## config.mk

```make
export PLATFORM = sky130hd
export DESIGN_NAME = uart_rx_core
export DESIGN_NICKNAME = d
export VERILOG_FILES = /design/src/rtl/uart_rx_core.sv
export SDC_FILE = /design/constraint.sdc
export NUM_CORES = 1
export LEC_CHECK = 0
export CAP_MARGIN = 40
export CORE_ASPECT_RATIO = 2
export CORE_MARGIN = 5
export CORE_UTILIZATION = 30
export CTS_CLUSTER_SIZE = 16
export DETAILED_ROUTE_END_ITERATION = 8
export MAX_ROUTING_LAYER = met4
export PLACE_DENSITY = 0.5
export SYNTH_ARGS = -nofsm -noshare
export SYNTH_HDL_FRONTEND = slang
export SYNTH_SLANG_ARGS = --single-unit
```

## constraint.sdc

```tcl
create_clock -name clk -period 2.4 [get_ports clk]
set_input_delay 0.24 -clock clk [delete_from_list [all_inputs] [get_ports clk]]
set_output_delay 0.24 -clock clk [all_outputs]
set_load 0.01 [all_outputs]
```

## src/rtl/uart_rx_core.sv

```systemverilog
// ============================================================================
// Module   : uart_rx_core
// Purpose  : 16x-oversampling UART receiver (8N1 / 8E1) with valid/ready
//            byte delivery and framing/parity/overrun/break pulses.
// Revision : 1.0
// ============================================================================
`default_nettype none

module uart_rx_core #(
    parameter int PARITY_EN = 0,
    parameter int DIV_WIDTH = 16
) (
    input  logic                 clk,
    input  logic                 reset,
    input  logic                 rxd,
    input  logic [DIV_WIDTH-1:0] baudDiv,
    output logic [7:0]           dataOut,
    output logic                 dataValid,
    input  logic                 dataReady,
    output logic                 busy,
    output logic                 framingError,
    output logic                 parityError,
    output logic                 overrun,
    output logic                 breakDetect
);

    localparam logic [3:0] c_samp_a   = 4'd7;
    localparam logic [3:0] c_samp_b   = 4'd8;
    localparam logic [3:0] c_samp_dec = 4'd9;

    typedef enum logic [2:0] {
        S_IDLE     = 3'd0,
        S_START    = 3'd1,
        S_DATA     = 3'd2,
        S_PARITY   = 3'd3,
        S_STOP     = 3'd4,
        S_WAITHIGH = 3'd5
    } state_t;

    state_t                r_state;
    logic                  r_sync1;
    logic                  r_rxs;
    logic                  r_rxs_prev;
    logic [DIV_WIDTH-1:0]  r_div_cnt;
    logic [3:0]            r_sample_cnt;
    logic                  r_s7;
    logic                  r_s8;
    logic [2:0]            r_bit_idx;
    logic [7:0]            r_shift;
    logic                  r_par_err;
    logic [7:0]            r_data_out;
    logic                  r_data_valid;
    logic                  r_fe;
    logic                  r_pe;
    logic                  r_ov;
    logic                  r_brk;

    logic w_tick;
    logic w_decide;
    logic w_bit;
    logic w_deliver;

    assign w_tick    = (r_state != S_IDLE) && (r_div_cnt == '0);
    assign w_decide  = w_tick && (r_sample_cnt == c_samp_dec);
    // Bit value is the 2-of-3 vote over samples 7, 8 and the current (9th) one
    assign w_bit     = (r_s7 & r_s8) | (r_s7 & r_rxs) | (r_s8 & r_rxs);
    assign w_deliver = w_decide && (r_state == S_STOP) && w_bit;

    always_ff @(posedge clk) begin
        if (reset) begin
            r_state      <= S_IDLE;
            r_sync1      <= 1'b1;
            r_rxs        <= 1'b1;
            r_rxs_prev   <= 1'b1;
            r_div_cnt    <= '0;
            r_sample_cnt <= 4'd0;
            r_s7         <= 1'b1;
            r_s8         <= 1'b1;
            r_bit_idx    <= 3'd0;
            r_shift      <= 8'd0;
            r_par_err    <= 1'b0;
            r_data_out   <= 8'd0;
            r_data_valid <= 1'b0;
            r_fe         <= 1'b0;
            r_pe         <= 1'b0;
            r_ov         <= 1'b0;
            r_brk        <= 1'b0;
        end else begin
            r_sync1    <= rxd;
            r_rxs      <= r_sync1;
            r_rxs_prev <= r_rxs;

            r_fe  <= 1'b0;
            r_pe  <= 1'b0;
            r_ov  <= 1'b0;
            r_brk <= 1'b0;

            // Holding the reload in IDLE aligns the tick phase to the start edge
            if ((r_state == S_IDLE) || (r_div_cnt == '0))
                r_div_cnt <= baudDiv;
            else
                r_div_cnt <= r_div_cnt - {{(DIV_WIDTH-1){1'b0}}, 1'b1};

            if (w_tick) begin
                r_sample_cnt <= r_sample_cnt + 4'd1;
                if (r_sample_cnt == c_samp_a) r_s7 <= r_rxs;
                if (r_sample_cnt == c_samp_b) r_s8 <= r_rxs;
            end

            // A new byte colliding with an unconsumed one is dropped
            if (w_deliver) begin
                if (r_data_valid && !dataReady) begin
                    r_ov <= 1'b1;
                end else begin
                    r_data_out   <= r_shift;
                    r_data_valid <= 1'b1;
                end
            end else if (dataReady) begin
                r_data_valid <= 1'b0;
            end

            case (r_state)
                S_IDLE: begin
                    if (r_rxs_prev && !r_rxs) begin
                        r_state      <= S_START;
                        r_sample_cnt <= 4'd0;
                        r_par_err    <= 1'b0;
                    end
                end
                S_START: begin
                    if (w_decide) begin
                        if (w_bit) begin
                            r_state <= S_IDLE;
                        end else begin
                            r_state   <= S_DATA;
                            r_bit_idx <= 3'd0;
                        end
                    end
                end
                S_DATA: begin
                    if (w_decide) begin
                        r_shift[r_bit_idx] <= w_bit;
                        if (r_bit_idx == 3'd7)
                            r_state <= (PARITY_EN != 0) ? S_PARITY : S_STOP;
                        else
                            r_bit_idx <= r_bit_idx + 3'd1;
                    end
                end
                S_PARITY: begin
                    if (w_decide) begin
                        r_par_err <= (w_bit != (^r_shift));
                        r_state   <= S_STOP;
                    end
                end
                S_STOP: begin
                    if (w_decide) begin
                        r_pe <= r_par_err;
                        if (w_bit) begin
                            r_state <= S_IDLE;
                        end else begin
                            if (r_shift == 8'd0) r_brk <= 1'b1;
                            else                 r_fe  <= 1'b1;
                            r_state <= S_WAITHIGH;
                        end
                    end
                end
                S_WAITHIGH: begin
                    if (r_rxs) r_state <= S_IDLE;
                end
                default: r_state <= S_IDLE;
            endcase
        end
    end

    assign dataOut      = r_data_out;
    assign dataValid    = r_data_valid;
    assign busy         = (r_state != S_IDLE);
    assign framingError = r_fe;
    assign parityError  = r_pe;
    assign overrun      = r_ov;
    assign breakDetect  = r_brk;

endmodule

`default_nettype wire

```

==> impl_metrics.json, run 1 <==
{
  "cts_hold_buffers": 0,
  "worstPathCellList": "inv_1, ha_1, nor4b_4, nand4_2, or2_1, or4_1, nor2_1",
  "fmax_ghz": 0.449,
  "io_pins": 34,
  "stdcell_count": 447,
  "netlist_top_cells_area": "dfxtp_1 (39%), nor2_1 (6.8%), mux2i_1 (6.7%)",
  "die_area_mm2": 0.0111,
  "crit_required_ns": 2.64,
  "cts.htree.levels": 2,
  "synth_compound_area_share_pct": 10.5,
  "nFillCells": 908,
  "num-nets-final": 375,
  "synthXorXnorAreaFrac_pct": 6.19,
  "fp.dieH_um": 144,
  "drc": 0,
  "antenna_found_initial": 0,
  "vdd_drop_max_uv": 305,
  "maxCapViolations": 0,
  "initial_core_util_pct": 30.3,
  "crit_path_start_kind": "register",
  "crit_family": "simple AND/OR/NAND/NOR gates",
  "grt_pass1_wl_um": 10600,
  "timing_worst_setup_path_type": "register to register",
  "yosysTopAreaCellShare_pct": 39.4,
  "yosys_warnings": 0,
  "rows": 49,
  "via_count": 2282,
  "hold_class": "register to register",
  "syn_avg_cell_area_um2": 8.94,
  "ys_seq_elements": 53,
  "synth_fp_nets": 332,
  "slowest_delay_ns": 0.54,
  "crit_fanout": 5,
  "grt_max_degree": 30,
  "synthAdderAreaFrac_pct": 5.49,
  "syn_inst": 301,
  "syn_to_final_growth_pct": 25.6,
  "slew_headroom_pct": 70.0,
  "cts_buffers": 5,
  "synth_top_family_by_area": "simple AND/OR/NAND/NOR gates",
  "fin_ws_ns": 0.173,
  "holdPathEnd": "r_rxs$_SDFF_PP1_",
  "clkTransAtPathRegs_ns": 0.07,
  "ctsRootBufferMaster": "clkbuf_16",
  "holdPathStages": 1,
  "async_reset_ff_share_pct": 0,
  "rr_startpoint": "r_div_cnt[0]$_SDFF_PP0_",
  "n_antenna_cell": 0,
  "placedCellCount": 439,
  "min_period_ns": 2.23,
  "synth_mux_area_share_pct": 6.70,
  "worstMarginPinSlew_ns": 0.447,
  "endpoint_kind": "register",
  "synthFlopType": "dfxtp_1",
  "worst-r2r-setup-slack_ns": 0.17,
  "ctsResizeCount": 0,
  "routed_wl_um": 6560,
  "rsz0062_at_grt": "false",
  "crit_arrival_ns": 2.46,
  "cpMaxStageDelayCell": "or4_1",
  "setup_viol": 0,
  "yosysMostFrequentCell": "dfxtp_1",
  "drive_gt1_share_pct": 10.7,
  "outcome": "completed",
  "synth_cell_types": 46,
  "syn_area_mm2": 0.00269,
  "cts_tree": "done",
  "rr_endpoint": "breakDetect$_SDFF_PP0_",
  "finalMaxSlewViolations": 0,
  "place_hpwl_um": 4880,
  "core_mm2": 0.00889,
  "place_worst_setup_slack_ns": 0.183,
  "finalWeightedCongestion": 0.774,
  "cp_num_buf_inv": 1,
  "p_per_area_mw_per_mm2": 566,
  "fin_skew_ns": 0.00761,
  "worstHoldStart": "r_sync1$_SDFF_PP1_",
  "post-route-period-util_pct": 92.8,
  "reg2regPathDepth": 7,
  "synth_seq_area_share_pct": 39.4,
  "cts.path.max_buffers": 2,
  "via_per_inst": 5.11,
  "track_usage_pct": 12.4,
  "leakage_nw": 1.15,
  "port_buffers": 33,
  "overflow": 0,
  "fin_util_pct": 38.0,
  "whs_ns": 0.418,
  "cts.sinks": 53,
  "drt_iter0_drc": 113,
  "grt_pass1_vias": 2286,
  "cts_setup_buffers": 0,
  "clk-insertion-delay-late_ns": 0.30,
  "tns_ns": 0,
  "hold_viol": 0,
  "yosys.area_share.simple_pct": 27.7,
  "routedWlPerCell_um": 14.7,
  "yosysTopAreaCell": "dfxtp_1",
  "first_pass_iters": 5,
  "synth_top_cells_by_count": "dfxtp_1 (53), nor2_1 (49), mux2i_1 (18)",
  "synth_edf_count": 0,
  "drtAntennaViolNets": 0,
  "die_w_um": 77.0
}
[worst max path at each step]
| stage | from | end | slack [ns] | depth (start not counted) |
|---|---|---|---|---|
| floorplan | r_div_cnt[0]$_SDFF_PP0_ | dataOut[0]$_SDFFE_PP0P_ | 0.38 | 7 |
| detailed placement | r_div_cnt[0]$_SDFF_PP0_ | breakDetect$_SDFF_PP0_ | 0.18 | 7 |
| CTS | r_div_cnt[0]$_SDFF_PP0_ | breakDetect$_SDFF_PP0_ | 0.18 | 7 |
| finish | r_div_cnt[0]$_SDFF_PP0_ | breakDetect$_SDFF_PP0_ | 0.17 | 7 |
| global placement | r_div_cnt[0]$_SDFF_PP0_ | framingError$_SDFF_PP0_ | 0.25 | 7 |
| global route | r_div_cnt[0]$_SDFF_PP0_ | framingError$_SDFF_PP0_ | 0.05 | 7 |
[state kept, by name (all words and copies together) (netlist names)]
signal	count
overrun	1
r_shift	8
r_state	3
r_par_err	1
r_sync1	1
r_rxs_prev	1
r_div_cnt	16
breakDetect	1
r_sample_cnt	4
framingError	1
parityError	1
dataOut	8
r_s8	1
r_bit_idx	3
r_rxs	1
r_s7	1
dataValid	1
[metal layers]
layer | GRT usage (%) | wire, um | vias up
met2 | 24.1 | 3630 | 48
met5 | - | 0 | -
met1 | 11.5 | 2510 | 1069
met3 | 1.88 | 169 | 20
met4 | 5.99 | 237 | 0
li1 | - | - | 1145
[layout make-up]
| type | count | area [um2] | share of cell area [%] |
|---|---|---|---|
| inverters | 15 | 56.3 | 1.67 |
| clock buffers | 7 | 153 | 4.52 |
| multi-input cells | 220 | 1530 | 45.1 |
| repair buffers | 49 | 450 | 13.3 |
| well taps | 102 | 128 | 3.78 |
| flip-flops and latches | 53 | 1060 | 31.4 |
| clock inverters | 1 | 5.00 | 0.148 |
[cell families (layout without fill, tap and decap cells)]
logic type,count (synthesis),count (layout)
mux,18,18
compound gates,40,40
fa+ha+maj,12,12
buf+inv,28,72
xor+xnor,19,19
simple gates,131,131
flops,53,53
[through the flow]
| stage | area [um2] | power, mW |
|---|---|---|
| final | 3380 | 1.91 |
| after global routing | 3380 | 1.98 |
| after CTS | 3380 | 1.94 |
| after detailed placement | 3220 | 1.16 |
| after global placement | 3220 | 1.16 |
| after floorplan | 2690 | 1.07 |
[cells in the final DEF, fill, tap and decap left out, types with 3 or more instances in the layout]
cell type	instances
clkdlybuf4s50_1	33
nor2b_1	4
nand3_1	5
o31ai_1	3
o21ai_0	7
nand2b_1	11
nor3_1	11
mux2i_1	18
nand4_1	8
xnor2_1	11
dfxtp_1	53
a21oi_1	9
nor2_1	49
a211oi_1	12
inv_1	15
clkbuf_16	5
xor2_1	8
buf_4	16
nand2_1	14
nor4_1	4
or2_2	4
ha_1	11
[where the power goes]
group,switching [mW],internal [mW],total [mW]
combinational,0.107,0.101,0.208
sequential,0.0278,0.904,0.931
clock,0.329,0.443,0.772
total,0.463,1.45,1.91
[worst register-to-register path, cell delays in order, from the launching register on]
cell and delay, ns:
dfxtp_1 0.32, inv_1 0.10, ha_1 0.17, nor4b_4 0.31
nand4_2 0.27, or2_1 0.34, or4_1 0.54, nor2_1 0.12
(Power assumes the default switching activity.)
==> run 2: changes to the inputs <==
DONT_BUFFER_PORTS = 1   (was unset)
PLACE_DENSITY = 0.46   (was 0.5)
==> run 2 against run 1 <==
  * Total power decreased by 4.3%
  * Final cell count fell by 8.3%
  * Die area unchanged
  * Largest cell class unchanged
==> impl_metrics.json, run 2 (synthesis results as in run 1) <==
{
  "rows": 49,
  "final_cell_mix": "dfxtp_1 (53), nor2_1 (49), mux2i_1 (18)",
  "tns_ns": 0,
  "endpoint_kind": "register",
  "core_mm2": 0.00889,
  "largest_register_ffs": 16,
  "rr_endpoint": "framingError$_SDFF_PP0_",
  "via_per_inst": 5.07,
  "port_buffers": 0,
  "grt_pass1_vias": 2168,
  "hold_viol": 0,
  "min_period_ns": 2.09,
  "pwr-share-clk_pct": 40.7,
  "die_area_mm2": 0.0111,
  "cts_setup_buffers": 0,
  "n_antenna_cell": 0,
  "worstMarginPinSlew_ns": 0.459,
  "track_usage_pct": 12.3,
  "stdcell_count": 410,
  "routedWlPerCell_um": 15.0,
  "cts_buffers": 5,
  "holdPathStages": 1,
  "holdPathEnd": "r_div_cnt[5]$_SDFF_PP0_",
  "pwr-share-seq_pct": 51.1,
  "post-route-period-util_pct": 87.3,
  "worstHoldStart": "reset",
  "ctsRootBufferMaster": "clkbuf_16",
  "fmax_ghz": 0.477,
  "fp.dieH_um": 144,
  "p_int_mw": 1.39,
  "clk-insertion-delay-late_ns": 0.29,
  "clkTransAtPathRegs_ns": 0.07,
  "cts.htree.levels": 2,
  "crit_family": "simple AND/OR/NAND/NOR gates",
  "cpMaxStageDelayCell": "or4_1",
  "p_sw_share_pct": 24.2,
  "overflow": 0,
  "leakage_nw": 1.01,
  "finalPower_mw": 1.83,
  "hold_class": "primary input to register",
  "finalWeightedCongestion": 0.771,
  "crit_fanout": 4,
  "crit_arrival_ns": 2.33,
  "outcome": "completed",
  "drt_iter0_drc": 89,
  "syn_to_final_growth_pct": 12.0,
  "die_w_um": 77.0,
  "worstPathCellList": "inv_1, ha_1, nor4b_4, nand4_2, or2_1, or4_1, nor2b_1",
  "reg2regPathDepth": 7,
  "grt_pass1_wl_um": 10500,
  "timing_worst_setup_path_type": "register to register",
  "p_sw_uw": 443,
  "rr_startpoint": "r_div_cnt[0]$_SDFF_PP0_",
  "p_per_area_mw_per_mm2": 607,
  "crit_path_start_kind": "register",
  "vdd_drop_max_uv": 337,
  "maxCapViolations": 0,
  "crit_required_ns": 2.64,
  "via_count": 2077,
  "fin_skew_ns": 0.00449,
  "cts.path.max_buffers": 2,
  "io_pins": 34,
  "power_frac_comb_pct": 8.3,
  "cts_tree": "done",
  "grt_max_degree": 53,
  "first_pass_iters": 4,
  "drive_gt1_share_pct": 10.7,
  "placedCellCount": 402,
  "top_register": "r_div_cnt",
  "cts.sinks": 53,
  "place_hpwl_um": 4680,
  "finalMaxSlewViolations": 0,
  "final_common_cell": "dfxtp_1",
  "ctsResizeCount": 0,
  "initial_core_util_pct": 30.3,
  "cp_num_buf_inv": 1,
  "num-nets-final": 338,
  "cts_hold_buffers": 0,
  "routed_wl_um": 6150,
  "setup_viol": 0,
  "antenna_found_initial": 0,
  "rsz0062_at_grt": "false",
  "slew_headroom_pct": 69.2,
  "drc": 0,
  "worst-r2r-setup-slack_ns": 0.31,
  "slowest_delay_ns": 0.55,
  "drtAntennaViolNets": 0
}
## run 2: cell count changes in the layout (fill, tap and decap cells not counted)
cell             previous run  this run
buf_4                      16        12
clkbuf_8                    2         1
clkdlybuf4s50_1            33         0
clkinv_4                    0         1
## run 2: final cells by class
cell class	count	area [um2]
inverters	15	56.3
clock inverters	2	13.8
multi-input cells	220	1530
fillers	901	5880
well taps	102	128
clock buffers	6	139
repair buffers	12	90.1
flip-flops and latches	53	1060
## run 2: layer usage
metal  track usage (%)  share of wire, %
met5                 -                 0
met4              4.98               2.0
met3              2.70               3.5
met2              23.2                58
met1              11.9                37
## run 2: per-stage QoR
stage / hold slack (ns) / worst slack, ns / cell area [um2] / util, %
after floorplan: 0.344 / 0.378 / 2690 / -
after detailed placement: 0.323 / 0.294 / 2860 / 32.2
after global routing: 0.00275 / 0.0836 / 3010 / 33.9
after CTS: 0.00750 / 0.272 / 3010 / 33.9
after global placement: 0.323 / 0.331 / 2860 / 32.2
final: 0.0272 / 0.305 / 3010 / 33.9
## run 2: worst max-delay path by stage
stage                                    to               startpoint  slack (ns)  cells after the start
floorplan           dataOut[0]$_SDFFE_PP0P_  r_div_cnt[0]$_SDFF_PP0_        0.38                      7
global placement    framingError$_SDFF_PP0_  r_div_cnt[1]$_SDFF_PP0_        0.33                      7
detailed placement  dataOut[4]$_SDFFE_PP0P_  r_div_cnt[0]$_SDFF_PP0_        0.29                      9
CTS                 dataOut[3]$_SDFFE_PP0P_  r_div_cnt[0]$_SDFF_PP0_        0.27                      9
global route        dataOut[3]$_SDFFE_PP0P_  r_div_cnt[0]$_SDFF_PP0_        0.08                      9
finish              framingError$_SDFF_PP0_  r_div_cnt[0]$_SDFF_PP0_        0.31                      7
## run 2: power groups by stage
stage / clock [mW] / combinational (mW) / sequential [mW]
after floorplan: 0 / 0.128 / 0.947
after global placement: 0 / 0.154 / 0.954
after detailed placement: 0 / 0.152 / 0.954
after CTS: 0.772 / 0.154 / 0.933
after global routing: 0.805 / 0.170 / 0.937
final: 0.744 / 0.151 / 0.934
==> run 3: changes to the inputs <==
CORE_UTILIZATION = 63   (was 30)
HOLD_SLACK_MARGIN = 0.06   (was unset)
PLACE_DENSITY = 0.81   (was 0.46)
clock period = 1.94 ns   (was 2.4 ns; I/O delays follow)
==> run 3 against run 2 <==
  * The flow now finishes with violations (negative setup slack)
  * Sequential cell count unchanged
  * Design area up 10%
  * Routed wire length up 3.9%
  * Non-clock buffer count up 39
  * Register-to-register slack worse by 0.34 ns
  * Global-route usage up 12 points
  * Via count up 12%
  * Clock power down 3%
  * Maximum frequency up 6.1%
==> impl_metrics.json, run 3 (synthesis results as in run 1) <==
{
  "worstSetupStartpoint": "r_sample_cnt[1]$_SDFF_PP0_",
  "finalWeightedCongestion": 0.831,
  "syn_to_final_growth_pct": 23.3,
  "final_cell_mix": "nor2_1 (49), dfxtp_1 (49), buf_4 (44)",
  "post-route-period-util_pct": 102,
  "slew_headroom_pct": 74.2,
  "placedCellCount": 383,
  "cts.htree.levels": 2,
  "rr_endpoint": "r_shift[4]$_SDFFE_PP0P_",
  "antenna_found_initial": 0,
  "hold_viol": 0,
  "drc": 0,
  "die_area_mm2": 0.00576,
  "crit_required_ns": 2.13,
  "routed_wl_um": 6390,
  "power_frac_comb_pct": 14.0,
  "maxCapViolations": 0,
  "crit_arrival_ns": 2.17,
  "path_depth": 7,
  "via_count": 2332,
  "routedWlPerCell_um": 16.1,
  "worstPathCellList": "inv_1, ha_1, nor4bb_1, nand4_1, nor3_1, mux2i_1, nor2_1",
  "crit_fanout": 4,
  "first_pass_iters": 4,
  "timing_worst_setup_path_type": "register to register",
  "overflow": 0,
  "pwr-share-seq_pct": 52.7,
  "p_per_area_mw_per_mm2": 656,
  "p_sw_uw": 529,
  "grt_use_met1_pct": 22.3,
  "slowest_delay_ns": 0.34,
  "io_pins": 34,
  "place_hpwl_um": 4580,
  "vdd_drop_max_uv": 884,
  "grtUsageMet2_pct": 48.2,
  "min_period_ns": 1.97,
  "fmax_ghz": 0.506,
  "cp_num_buf_inv": 1,
  "die_w_um": 56.2,
  "cts_tree": "done",
  "drt_iter0_drc": 54,
  "clkTransAtPathRegs_ns": 0.09,
  "num-nets-final": 377,
  "cts.sinks": 53,
  "finalMaxSlewViolations": 0,
  "cts_buffers": 5,
  "crit_path_start_kind": "register",
  "core_mm2": 0.00413,
  "worstMarginPinSlew_ns": 0.388,
  "hold_class": "primary input to register",
  "via_per_inst": 5.86,
  "pwr-share-clk_pct": 33.3,
  "drtAntennaViolNets": 0,
  "ctsRootBufferMaster": "clkbuf_8",
  "worst-r2r-setup-slack_ns": -0.03,
  "crit_family": "simple AND/OR/NAND/NOR gates",
  "port_buffers": 0,
  "violations": "negative setup slack",
  "initial_core_util_pct": 65.2,
  "grt_max_degree": 46,
  "grt-busiest-layer": "met2",
  "grt_pass1_vias": 2430,
  "grtUsageMet3_pct": 3.54,
  "fin_skew_ns": 0.00629,
  "reg2regPathDepth": 7,
  "fp.dieH_um": 102,
  "drive_gt1_share_pct": 24.9,
  "p_int_mw": 1.64,
  "setup_viol": 4,
  "cpMaxStageDelayCell": "dfxtp_1",
  "cts.path.max_buffers": 2,
  "rsz0062_at_grt": "true",
  "rr_startpoint": "r_sample_cnt[1]$_SDFF_PP0_",
  "outcome": "complete, but fails checks",
  "track_usage_pct": 24.2,
  "stdcell_count": 398,
  "grt_pass1_wl_um": 10700,
  "endpoint_kind": "register",
  "clk-insertion-delay-late_ns": 0.30,
  "largest_register_ffs": 16,
  "top_register": "r_div_cnt",
  "p_sw_share_pct": 24.3,
  "cp-endpoint": "r_shift[4]$_SDFFE_PP0P_",
  "rows": 33,
  "whs_ns": 0.0672,
  "leakage_nw": 1.20,
  "n_antenna_cell": 0,
  "fin_ws_ns": -0.0348
}
## run 3: cell count changes in the layout (fill, tap and decap cells not counted), sizes merged
cell         previous run  this run
buf                    12        47
bufinv                  0         1
clkbuf                  6         5
clkinv                  2         1
dlygate4sd3             0         4
## run 3: worst reg2reg max path, stage by stage, from the launching register on
cell      delay (ns)
dfxtp_1         0.34
inv_1           0.10
ha_1            0.23
nor4bb_1        0.31
nand4_1         0.25
nor3_1          0.33
mux2i_1         0.24
nor2_1          0.06
## run 3: per-stage QoR
step	total power, mW	worst slack (ns)	instance area, um2	util (%)	setup TNS (ns)
floorplan	1.33	-0.0171	2710	-	-0.0171
global placement	1.43	-0.0608	3060	74.1	-0.126
detailed placement	1.44	-0.110	3070	74.4	-0.199
CTS	2.18	-0.00687	3260	79.0	-0.00687
global route	2.27	-0.108	3320	80.3	-1.32
finish	2.17	-0.0348	3320	80.3	-0.0901
## run 3: timing repair
action | CTS | global route
endpoints found under the setup margin | 6 | 25
endpoints found under the hold margin | 45 | 0
gates resized for setup | 5 | 12
buffers inserted | 2 | 1
pin swaps | 5 | 7
hold buffers | 5 | 0
## run 3: per-layer routing
metal,up-vias,part of all wire [%]
met2,45,59
met4,0,2.5
met3,15,2.4
met1,1124,36
li1,1148,-
met5,-,0
## run 3: worst min-delay path by stage
stage                     slack (ns)  cells past startpoint  startpoint                       to
after global placement          0.26                      1       reset  r_div_cnt[1]$_SDFF_PP0_
after CTS                       0.06                      2  baudDiv[8]  r_div_cnt[8]$_SDFF_PP0_
after detailed placement        0.27                      1       reset  r_div_cnt[1]$_SDFF_PP0_
after global routing            0.06                      2       reset   breakDetect$_SDFF_PP0_
after floorplan                 0.30                      1         rxd       r_sync1$_SDFF_PP1_
final                           0.07                      2  baudDiv[4]  r_div_cnt[4]$_SDFF_PP0_
## run 3: power groups by stage
stage	Sequential (mW)	Clock, mW	Combinational, mW
2_1_floorplan	1.17	0	0.162
3_3_place_gp	1.17	0	0.256
3_5_place_dp	1.17	0	0.266
4_1_cts	1.14	0.731	0.300
5_1_grt	1.15	0.782	0.338
6_report	1.15	0.724	0.305
## run 3: area by class of cell
cell class / instances / area [um2]
Tap cell: 52 / 65.1
Timing Repair Buffer: 51 / 422
Multi-Input combinational cell: 220 / 1600
Fill cell: 271 / 813
Inverter: 15 / 56.3
Sequential cell: 53 / 1070
Clock inverter: 2 / 35.0
Clock buffer: 5 / 68.8
